--- config.mk ---
export PLATFORM = sky130hd
export DESIGN_NAME = trap_sequencer_flat
export DESIGN_NICKNAME = d
export VERILOG_FILES = /design/src/rtl/trap_if.sv /design/src/rtl/trap_sequencer.sv /design/src/flat_wrapper.sv
export SDC_FILE = /design/constraint.sdc
export NUM_CORES = 1
export LEC_CHECK = 0
export ABC_AREA = 1
export BUFFER_PORTS_ARGS = -buffer_cell sky130_fd_sc_hd__buf_4
export CAP_MARGIN = 20
export CORE_MARGIN = 1
export CORE_UTILIZATION = 36
export DETAILED_ROUTE_END_ITERATION = 8
export PLACE_DENSITY = 0.88
export SLEW_MARGIN = 30
export SYNTH_ARGS = -nofsm -noshare
export SYNTH_HDL_FRONTEND = slang
export SYNTH_SLANG_ARGS = --single-unit
--- constraint.sdc ---
create_clock -name clk -period 2.2 [get_ports clk]
set_input_delay 0.33 -clock clk [delete_from_list [all_inputs] [get_ports clk]]
set_output_delay 0.33 -clock clk [all_outputs]
set_load 0.02 [all_outputs]
--- src/rtl/trap_if.sv ---
// Bundle between the core (decoder, timer, CSR file, PC mux) and the trap sequencer.
// The core side is the master; the sequencer is the slave.
interface trap_if;
  logic [31:0] pc;
  logic        nmi;
  logic        ebreak;
  logic        ecall;
  logic        tmr_irq;
  logic        ext_int;
  logic        en_global;
  logic        en_ecall;
  logic        en_int;
  logic        en_tmr;
  logic        mret;
  logic [31:0] mepc_rdata;
  logic        mepc_we;
  logic [31:0] mepc_wdata;
  logic [2:0]  mcause;
  logic        pc_load;
  logic [31:0] pc_load_addr;
  logic        stall;
  logic        in_trap;

  modport master (
    output pc, nmi, ebreak, ecall, tmr_irq, ext_int,
           en_global, en_ecall, en_int, en_tmr, mret, mepc_rdata,
    input  mepc_we, mepc_wdata, mcause, pc_load, pc_load_addr, stall, in_trap
  );

  modport slave (
    input  pc, nmi, ebreak, ecall, tmr_irq, ext_int,
           en_global, en_ecall, en_int, en_tmr, mret, mepc_rdata,
    output mepc_we, mepc_wdata, mcause, pc_load, pc_load_addr, stall, in_trap
  );
endinterface

--- src/rtl/trap_sequencer.sv ---
// Trap entry/exit controller: latches trap sources, arbitrates by fixed priority,
// then sequences save-mepc, redirect-to-vector, handler and mret return.
module trap_sequencer #(
  parameter logic [31:0] VEC_BASE  = 32'h0000_0004,
  parameter logic [31:0] CODE_BASE = 32'h0000_0100
) (
  input logic clk,
  input logic rst,
  trap_if.slave tif
);

  typedef enum logic [2:0] {
    S_IDLE,
    S_SAVE,
    S_REDIRECT,
    S_HANDLER,
    S_RETURN
  } state_e;

  localparam logic [2:0] C_NMI = 3'd0;
  localparam logic [2:0] C_BRK = 3'd1;
  localparam logic [2:0] C_ECL = 3'd2;
  localparam logic [2:0] C_TMR = 3'd3;
  localparam logic [2:0] C_EXT = 3'd4;

  state_e      state_q;
  logic [3:0]  pend_q;   // bit index = cause code for NMI, EBREAK, ECALL, TIMER
  logic [3:0]  pend_d;
  logic        nmi_q;
  logic [2:0]  mcause_q;

  logic        win_valid;
  logic [2:0]  win_cause;
  logic        take;
  logic [3:0]  set_v;
  logic [3:0]  clr_v;
  logic [31:0] vector;

  // NOTE: every signal assigned in always_comb gets a default first, so no path
  // leaves it unassigned and no latch is inferred.
  always_comb begin
    win_valid = 1'b0;
    win_cause = C_NMI;
    if (pend_q[0]) begin
      win_valid = 1'b1;
      win_cause = C_NMI;
    end else if (tif.en_global) begin
      if (tif.en_ecall && pend_q[1]) begin
        win_valid = 1'b1;
        win_cause = C_BRK;
      end else if (tif.en_ecall && pend_q[2]) begin
        win_valid = 1'b1;
        win_cause = C_ECL;
      end else if (tif.en_tmr && pend_q[3]) begin
        win_valid = 1'b1;
        win_cause = C_TMR;
      end else if (tif.en_int && tif.ext_int) begin
        win_valid = 1'b1;
        win_cause = C_EXT;
      end
    end
  end

  assign take = win_valid && (state_q == S_IDLE) && (tif.pc >= CODE_BASE);

  // A new request in the same cycle as its take keeps the bit set.
  always_comb begin
    set_v = {tif.tmr_irq, tif.ecall, tif.ebreak, tif.nmi & ~nmi_q};
    clr_v = 4'b0000;
    if (take && (win_cause != C_EXT)) begin
      clr_v[win_cause[1:0]] = 1'b1;
    end
    pend_d = set_v | (pend_q & ~clr_v);
  end

  // NOTE: sequential state uses non-blocking assignments so every register
  // samples the pre-edge values, independent of statement order.
  always_ff @(posedge clk or negedge rst) begin
    if (!rst) begin
      state_q  <= S_IDLE;
      pend_q   <= 4'b0000;
      nmi_q    <= 1'b0;
      mcause_q <= 3'd0;
    end else begin
      pend_q <= pend_d;
      nmi_q  <= tif.nmi;
      unique case (state_q)
        S_IDLE: begin
          if (take) begin
            mcause_q <= win_cause;
            state_q  <= S_SAVE;
          end
        end
        S_SAVE:     state_q <= S_REDIRECT;
        S_REDIRECT: state_q <= S_HANDLER;
        S_HANDLER: begin
          if (tif.mret) state_q <= S_RETURN;
        end
        S_RETURN:   state_q <= S_IDLE;
        default:    state_q <= S_IDLE;
      endcase
    end
  end

  assign vector = VEC_BASE + {27'b0, mcause_q, 2'b00};

  assign tif.stall        = (state_q == S_SAVE) || (state_q == S_REDIRECT);
  assign tif.mepc_we      = (state_q == S_SAVE);
  assign tif.mepc_wdata   = (state_q == S_SAVE) ? tif.pc : 32'h0;
  assign tif.pc_load      = (state_q == S_REDIRECT) || (state_q == S_RETURN);
  assign tif.pc_load_addr = (state_q == S_REDIRECT) ? vector :
                            (state_q == S_RETURN)   ? tif.mepc_rdata : 32'h0;
  assign tif.in_trap      = (state_q == S_HANDLER);
  assign tif.mcause       = mcause_q;

endmodule

--- src/flat_wrapper.sv ---
// flat-port wrapper written by rule: the top's interface ports become plain ports
module trap_sequencer_flat 
#(
  parameter logic [31:0] VEC_BASE  = 32'h0000_0004,
  parameter logic [31:0] CODE_BASE = 32'h0000_0100
)
  (clk, rst, tif_pc, tif_nmi, tif_ebreak, tif_ecall, tif_tmr_irq, tif_ext_int, tif_en_global, tif_en_ecall, tif_en_int, tif_en_tmr, tif_mret, tif_mepc_rdata, tif_mepc_we, tif_mepc_wdata, tif_mcause, tif_pc_load, tif_pc_load_addr, tif_stall, tif_in_trap);
  trap_if tif_i ();
  input logic clk;
  input logic rst;
  input wire logic [$bits(tif_i.pc)-1:0] tif_pc;
  input wire logic [$bits(tif_i.nmi)-1:0] tif_nmi;
  input wire logic [$bits(tif_i.ebreak)-1:0] tif_ebreak;
  input wire logic [$bits(tif_i.ecall)-1:0] tif_ecall;
  input wire logic [$bits(tif_i.tmr_irq)-1:0] tif_tmr_irq;
  input wire logic [$bits(tif_i.ext_int)-1:0] tif_ext_int;
  input wire logic [$bits(tif_i.en_global)-1:0] tif_en_global;
  input wire logic [$bits(tif_i.en_ecall)-1:0] tif_en_ecall;
  input wire logic [$bits(tif_i.en_int)-1:0] tif_en_int;
  input wire logic [$bits(tif_i.en_tmr)-1:0] tif_en_tmr;
  input wire logic [$bits(tif_i.mret)-1:0] tif_mret;
  input wire logic [$bits(tif_i.mepc_rdata)-1:0] tif_mepc_rdata;
  output wire logic [$bits(tif_i.mepc_we)-1:0] tif_mepc_we;
  output wire logic [$bits(tif_i.mepc_wdata)-1:0] tif_mepc_wdata;
  output wire logic [$bits(tif_i.mcause)-1:0] tif_mcause;
  output wire logic [$bits(tif_i.pc_load)-1:0] tif_pc_load;
  output wire logic [$bits(tif_i.pc_load_addr)-1:0] tif_pc_load_addr;
  output wire logic [$bits(tif_i.stall)-1:0] tif_stall;
  output wire logic [$bits(tif_i.in_trap)-1:0] tif_in_trap;
  assign tif_i.pc = tif_pc;
  assign tif_i.nmi = tif_nmi;
  assign tif_i.ebreak = tif_ebreak;
  assign tif_i.ecall = tif_ecall;
  assign tif_i.tmr_irq = tif_tmr_irq;
  assign tif_i.ext_int = tif_ext_int;
  assign tif_i.en_global = tif_en_global;
  assign tif_i.en_ecall = tif_en_ecall;
  assign tif_i.en_int = tif_en_int;
  assign tif_i.en_tmr = tif_en_tmr;
  assign tif_i.mret = tif_mret;
  assign tif_i.mepc_rdata = tif_mepc_rdata;
  assign tif_mepc_we = tif_i.mepc_we;
  assign tif_mepc_wdata = tif_i.mepc_wdata;
  assign tif_mcause = tif_i.mcause;
  assign tif_pc_load = tif_i.pc_load;
  assign tif_pc_load_addr = tif_i.pc_load_addr;
  assign tif_stall = tif_i.stall;
  assign tif_in_trap = tif_i.in_trap;
  trap_sequencer #(.VEC_BASE(VEC_BASE), .CODE_BASE(CODE_BASE)) u_core (.clk(clk), .rst(rst), .tif(tif_i));
endmodule
After elaboration in Yosys (flattened, before gate mapping)
Index checks and enable logic that the tools add are counted.
- register bits after elaboration: 11
- output and inout port bits: 71
- logic and storage cells: 54
- multiplexer cells: 21
- order comparisons: 3
- equality and inequality tests: 7
- bitwise gates (word level): 5
- $add $sub $neg: 1
- reductions and logical operators: 13
- operator list (cell ; number):
    2-to-1 mux 32 bit ; 3
    >= comparator 32 x 9 -> 1 bit, second input constant ; 1
    2-to-1 mux 3 bit ; 8
    one-hot mux 3 bit (4 select lines) ; 1
    logical AND 1 bit ; 8
    2-to-1 mux 1 bit ; 7
    adder 3 x 5 -> 6 bit, first input constant ; 1
    equality test 3 x 2 -> 1 bit, second input constant ; 2
    bitwise AND 4 bit ; 1
    2-to-1 mux 4 bit ; 1
    inverter 4 bit ; 1
    bitwise OR 4 bit ; 1
    AND reduction 2 bit ; 2
    equality test 3 x 1 -> 1 bit, second input constant ; 1
    equality test 3 bit, second input constant ; 1
    logical NOT 3 bit ; 1
    < comparator 2 x 3 -> 1 bit, second input constant ; 1
    != test 3 bit, second input constant ; 1
    demux 1 bit (select 2 bit) ; 1
    >= comparator 2 x 1 -> 1 bit, second input constant ; 1
    logical OR 1 bit ; 2
    != test 2 x 1 -> 1 bit, second input constant ; 1
    != test 2 bit, second input constant ; 1
    bitwise AND 1 bit ; 1
    inverter 1 bit ; 1

Logic depth before layout (Yosys ltp)
- depth in word-level cells: 15
- mapped depth: 8
- gate-level depth less buffers: 8

Least setup slack after synthesis
Ideal clock, no wire load.
- path kind: register -> output
- start point: register u_core.state_q[2]
- end point: output port tif_mepc_wdata[22]
- path buffers: 1
- arrival time: 1393 ps
- path slack: 477 ps
- stages on the path, launching flop included: 5
- cells stage by stage: dfrtp_1 nor3_2 inv_2 buf_2 nor2_1
- word-level cells in the longest chain between the ends: 2
- RTL lines (element ; line ; text):
    from (decl) ; trap_sequencer.sv:26 ; state_e state_q;
    from (signal assigned) ; trap_sequencer.sv:80 ; state_q <= S_IDLE;
    from (signal assigned) ; trap_sequencer.sv:91 ; state_q <= S_SAVE;
    from (signal assigned) ; trap_sequencer.sv:94 ; S_SAVE: state_q <= S_REDIRECT;
    equality test 3 x 1 -> 1 bit ; - ;
    net tif_mepc_we ; flat_wrapper.sv:23 ; output wire logic [$bits(tif_i.mepc_we)-1:0] tif_mepc_we;
    2-to-1 mux 32 bit ; trap_sequencer.sv:109 ; assign tif.mepc_wdata = (state_q == S_SAVE) ? tif.pc : 32'h0;
    to (decl) ; flat_wrapper.sv:24 ; output wire logic [$bits(tif_i.mepc_wdata)-1:0] tif_mepc_wdata;
The timed path passes the listed nets, and every way through them passes these cells.

Worst setup path after layout
- start point: register u_core.state_q[0]
- end point: output port tif_stall
- word-level cells in the longest chain between the ends: 2
- elaborated cells on any way between the ends: 3
- those cells by class: eq/ne: 2; reduce/logical: 1
- RTL lines (element ; line ; text):
    equality test 3 x 1 -> 1 bit / equality test 3 x 2 -> 1 bit (equally long branches) ; trap_sequencer.sv:107 ; assign tif.stall = (state_q == S_SAVE) || (state_q == S_REDIRECT);
    logical OR 1 bit (*) ; trap_sequencer.sv:107 ;
    to (decl) ; flat_wrapper.sv:28 ; output wire logic [$bits(tif_i.stall)-1:0] tif_stall;
Mark *: on every way between the ends. The rest lies on a longest branch, timed or not.

==> results.ini <==
[synthesis]
syn-mean-instance-area_um2=5.221
synth_top_family_by_area=simple AND/OR/NAND/NOR gates
synth_top_area_share_pct=25.52
synthAdderAreaFrac_pct=1.037
synth-compound-area-share_pct=6.017
ys_seq_area_share_pct=22.82
yosysTopAreaCell=inv_1
yosys.area_share.simple_pct=40.77
synth-seq-cells=11
syn-num-nets=308
ys_warn_count=0
synth_xor_area_share_pct=0.7261
synthTopCellsByArea=inv_1 26%, dfrtp_1 23%, nor2_1 23%, nand2_1 7.8%, nand3_1 4.1%
ys_types=19
syn-instance-count=231
netlist_area_um2=1206
synthMuxAreaShare_pct=0

[timing]
relSlewSlack_pct=65.78
drv_slew=0
hold_violations=0
rsz0062_at_grt=no
period_minus_slack_ns=1.879
finalClockSkew_ns=0.002170
max_slew.worst_pin.slew_ns=0.5126
hold_slack_ns=0.1694
final.period_utilization_pct=85.41
finalSetupTns_ns=0
max_freq_ghz=0.5322
setup_viol_count_final=0

[power]
p_int_mw=0.8947
leakage_nw=1.619
p_sw_share_pct=52.21
p_seq_share_pct=16.3
power_frac_clock_pct=7.4
vdd_drop_max_v=0.0005308
p_sw_mw=0.9773
power.density_nw_per_um2=789.5
p_comb_share_pct=76.3

[clock_network]
clock_latency_ns=0.27
clk_pin_slew_ns=0.07
htree_num_levels=1
cts-root-buf=clkbuf_4
cts_buffer_depth=2
cts_buffers=3
cts_tree=yes
cts_setup_buffers=0
clkSinkCount=11

[setup_path]
critPathMaxFanout=34
critPathKind=reg2out
slowest_delay_ns=0.39
crit_path_end_kind=output port
slowest_stage=inv_2
required_ns=1.87
worstPathCellList=inv_1 > nor3_2 > inv_2 > nand2_1 > buf_4
startpoint_type=register
cp.arrival_ns=1.55

[grt]
overflow=0
grt.total_usage_pct=22.35
first_global_vias=1466
grt_first_pass_wirelength_mm=6.058
antenna_found_initial=0
grt_max_degree=35

[detailed_routing]
vias=1774
postRouteAntennaNets=0
firstDrtPassIters=5
viasPerCell=4.214
drtIter0Drc=70
wire_per_inst_um=10.29
drc=0
routed_wl_mm=4.330

[layout]
area_delta_synth_final_pct=96.58
diodes=0
nets=455
drive_gt1_share_pct=41.64
multi_input_area_um2=585.6
ff_latch_area_um2=275.3
fill_cells=262

[floorplan]
rows=20
coreArea_um2=3128
io_pins=147
fp.dieW_um=59.88
die_area_um2=3586
die-height_um=59.88
initial_core_util_pct=38.56

[run]
max-cap-violations=0

[placement]
gp_congestion=0.8319
hpwlAfterDp_mm=3.621
port_buffers=146

[worst_hold_path]
hold_path_class=in2reg

[run_status]
outcome=finished clean

==> cells in the mapped netlist <==
library cell	count
nor3_2	2
nand4_1	6
buf_2	6
nor2_1	73
o22ai_1	3
ha_1	1
nor3_1	1
dfrtp_1	11
inv_1	82
a21oi_1	1
a21oi_4	1
a22oi_2	1
o21ai_1	2
nand2_1	25
xnor2_1	1
nand2_4	1
inv_2	2
o21ai_0	2
nand3_1	10
==> sequential cells by signal, indices dropped and copies added (netlist names) <==
register           cells
u_core.tif.mcause      3
u_core.pend_q          4
u_core.state_q         3
u_core.nmi_q           1
==> critical path: cells and delay by family, from the launching register on <==
| family | cells | cell delay, ns |
|---|---|---|
| DFF | 1 | 0.38 |
| buffers and inverters | 3 | 0.70 |
| and+or+nand+nor | 2 | 0.19 |
==> stage by stage <==
stage / cells / area [µm²] / worst slack (ns) / util (%) / power, mW
2_1_floorplan: 231 / 1206 / 0.4774 / - / 1.136
3_3_place_gp: 416 / 2335 / 0.6674 / 74.64 / 1.715
3_5_place_dp: 416 / 2335 / 0.6396 / 74.64 / 1.737
4_1_cts: 421 / 2371 / 0.3340 / 75.80 / 1.881
5_1_grt: 421 / 2371 / 0.1404 / 75.80 / 2.003
6_report: 421 / 2371 / 0.3210 / 75.80 / 1.872
==> cell usage in the layout (no fill, tap or decap), drive strengths merged <==
cell type    instances
ha                   1
nand3               10
xnor2                1
nand4                6
a21oi                2
nand2               26
inv                 84
dlygate4sd3          1
nor2                73
dfrtp               11
buf                147
a22oi                1
clkbuf               4
o21ai                4
nor3                 3
o22ai                3
==> final timing paths <==
| check | from | endpoint | slack (ns) | depth (start not counted) |
|---|---|---|---|---|
| worst max-delay path | u_core.state_q[0] | tif_stall | 0.32 | 5 |
| worst min-delay path | tif_nmi | u_core.nmi_q | 0.17 | 1 |
| worst max register to register | u_core.state_q[2] | u_core.pend_q[2] | 0.92 | 6 |
| worst min register to register | u_core.nmi_q | u_core.pend_q[0] | 0.43 | 1 |
| max in group asynchronous | rst | u_core.tif.mcause[1] | 1.62 | 2 |
| min in group asynchronous | rst | u_core.pend_q[3] | 0.44 | 2 |
==> power by group through the flow <==
stage,clock (mW),combinational (mW),sequential [mW]
6_report,0.139,1.43,0.305
5_1_grt,0.151,1.54,0.313
4_1_cts,0.141,1.44,0.304
3_5_place_dp,0,1.43,0.308
3_3_place_gp,0,1.41,0.304
2_1_floorplan,0,0.817,0.318
==> layer usage <==
layer,share of wire [%],routed length [µm],track usage [%],vias to the layer above
met2,52,2263,42.38,78
met4,2.8,123,9.635,0
li1,-,-,-,940
met5,0,0,0,-
met1,38,1625,23.60,742
met3,7.3,318,4.329,14
==> layout make-up <==
cell class	instances	area share (%)
Inverter	84	13.30
Sequential cell	11	11.61
Timing Repair Buffer	148	46.97
Clock buffer	4	1.108
Tap cell	44	2.322
Multi-Input combinational cell	130	24.70
==> what timing repair did <==
action / in CTS / in global routing
setup endpoints to repair: 0 / 0
hold endpoints to repair: 11 / 0
hold buffers: 1 / 0
resized for setup: 0 / 0
==> cells by family (layout without fill, tap and decap cells) <==
kind of cell	count (synthesis)	after routing
adder cells (fa/ha/maj)	1	1
buffers and inverters	90	236
flip-flops	11	11
XOR/XNOR	1	1
AND/OR/NAND/NOR	118	118
AO/OA/AOI/OAI	10	10
Note: power is estimated with default switching activity, not from simulation.
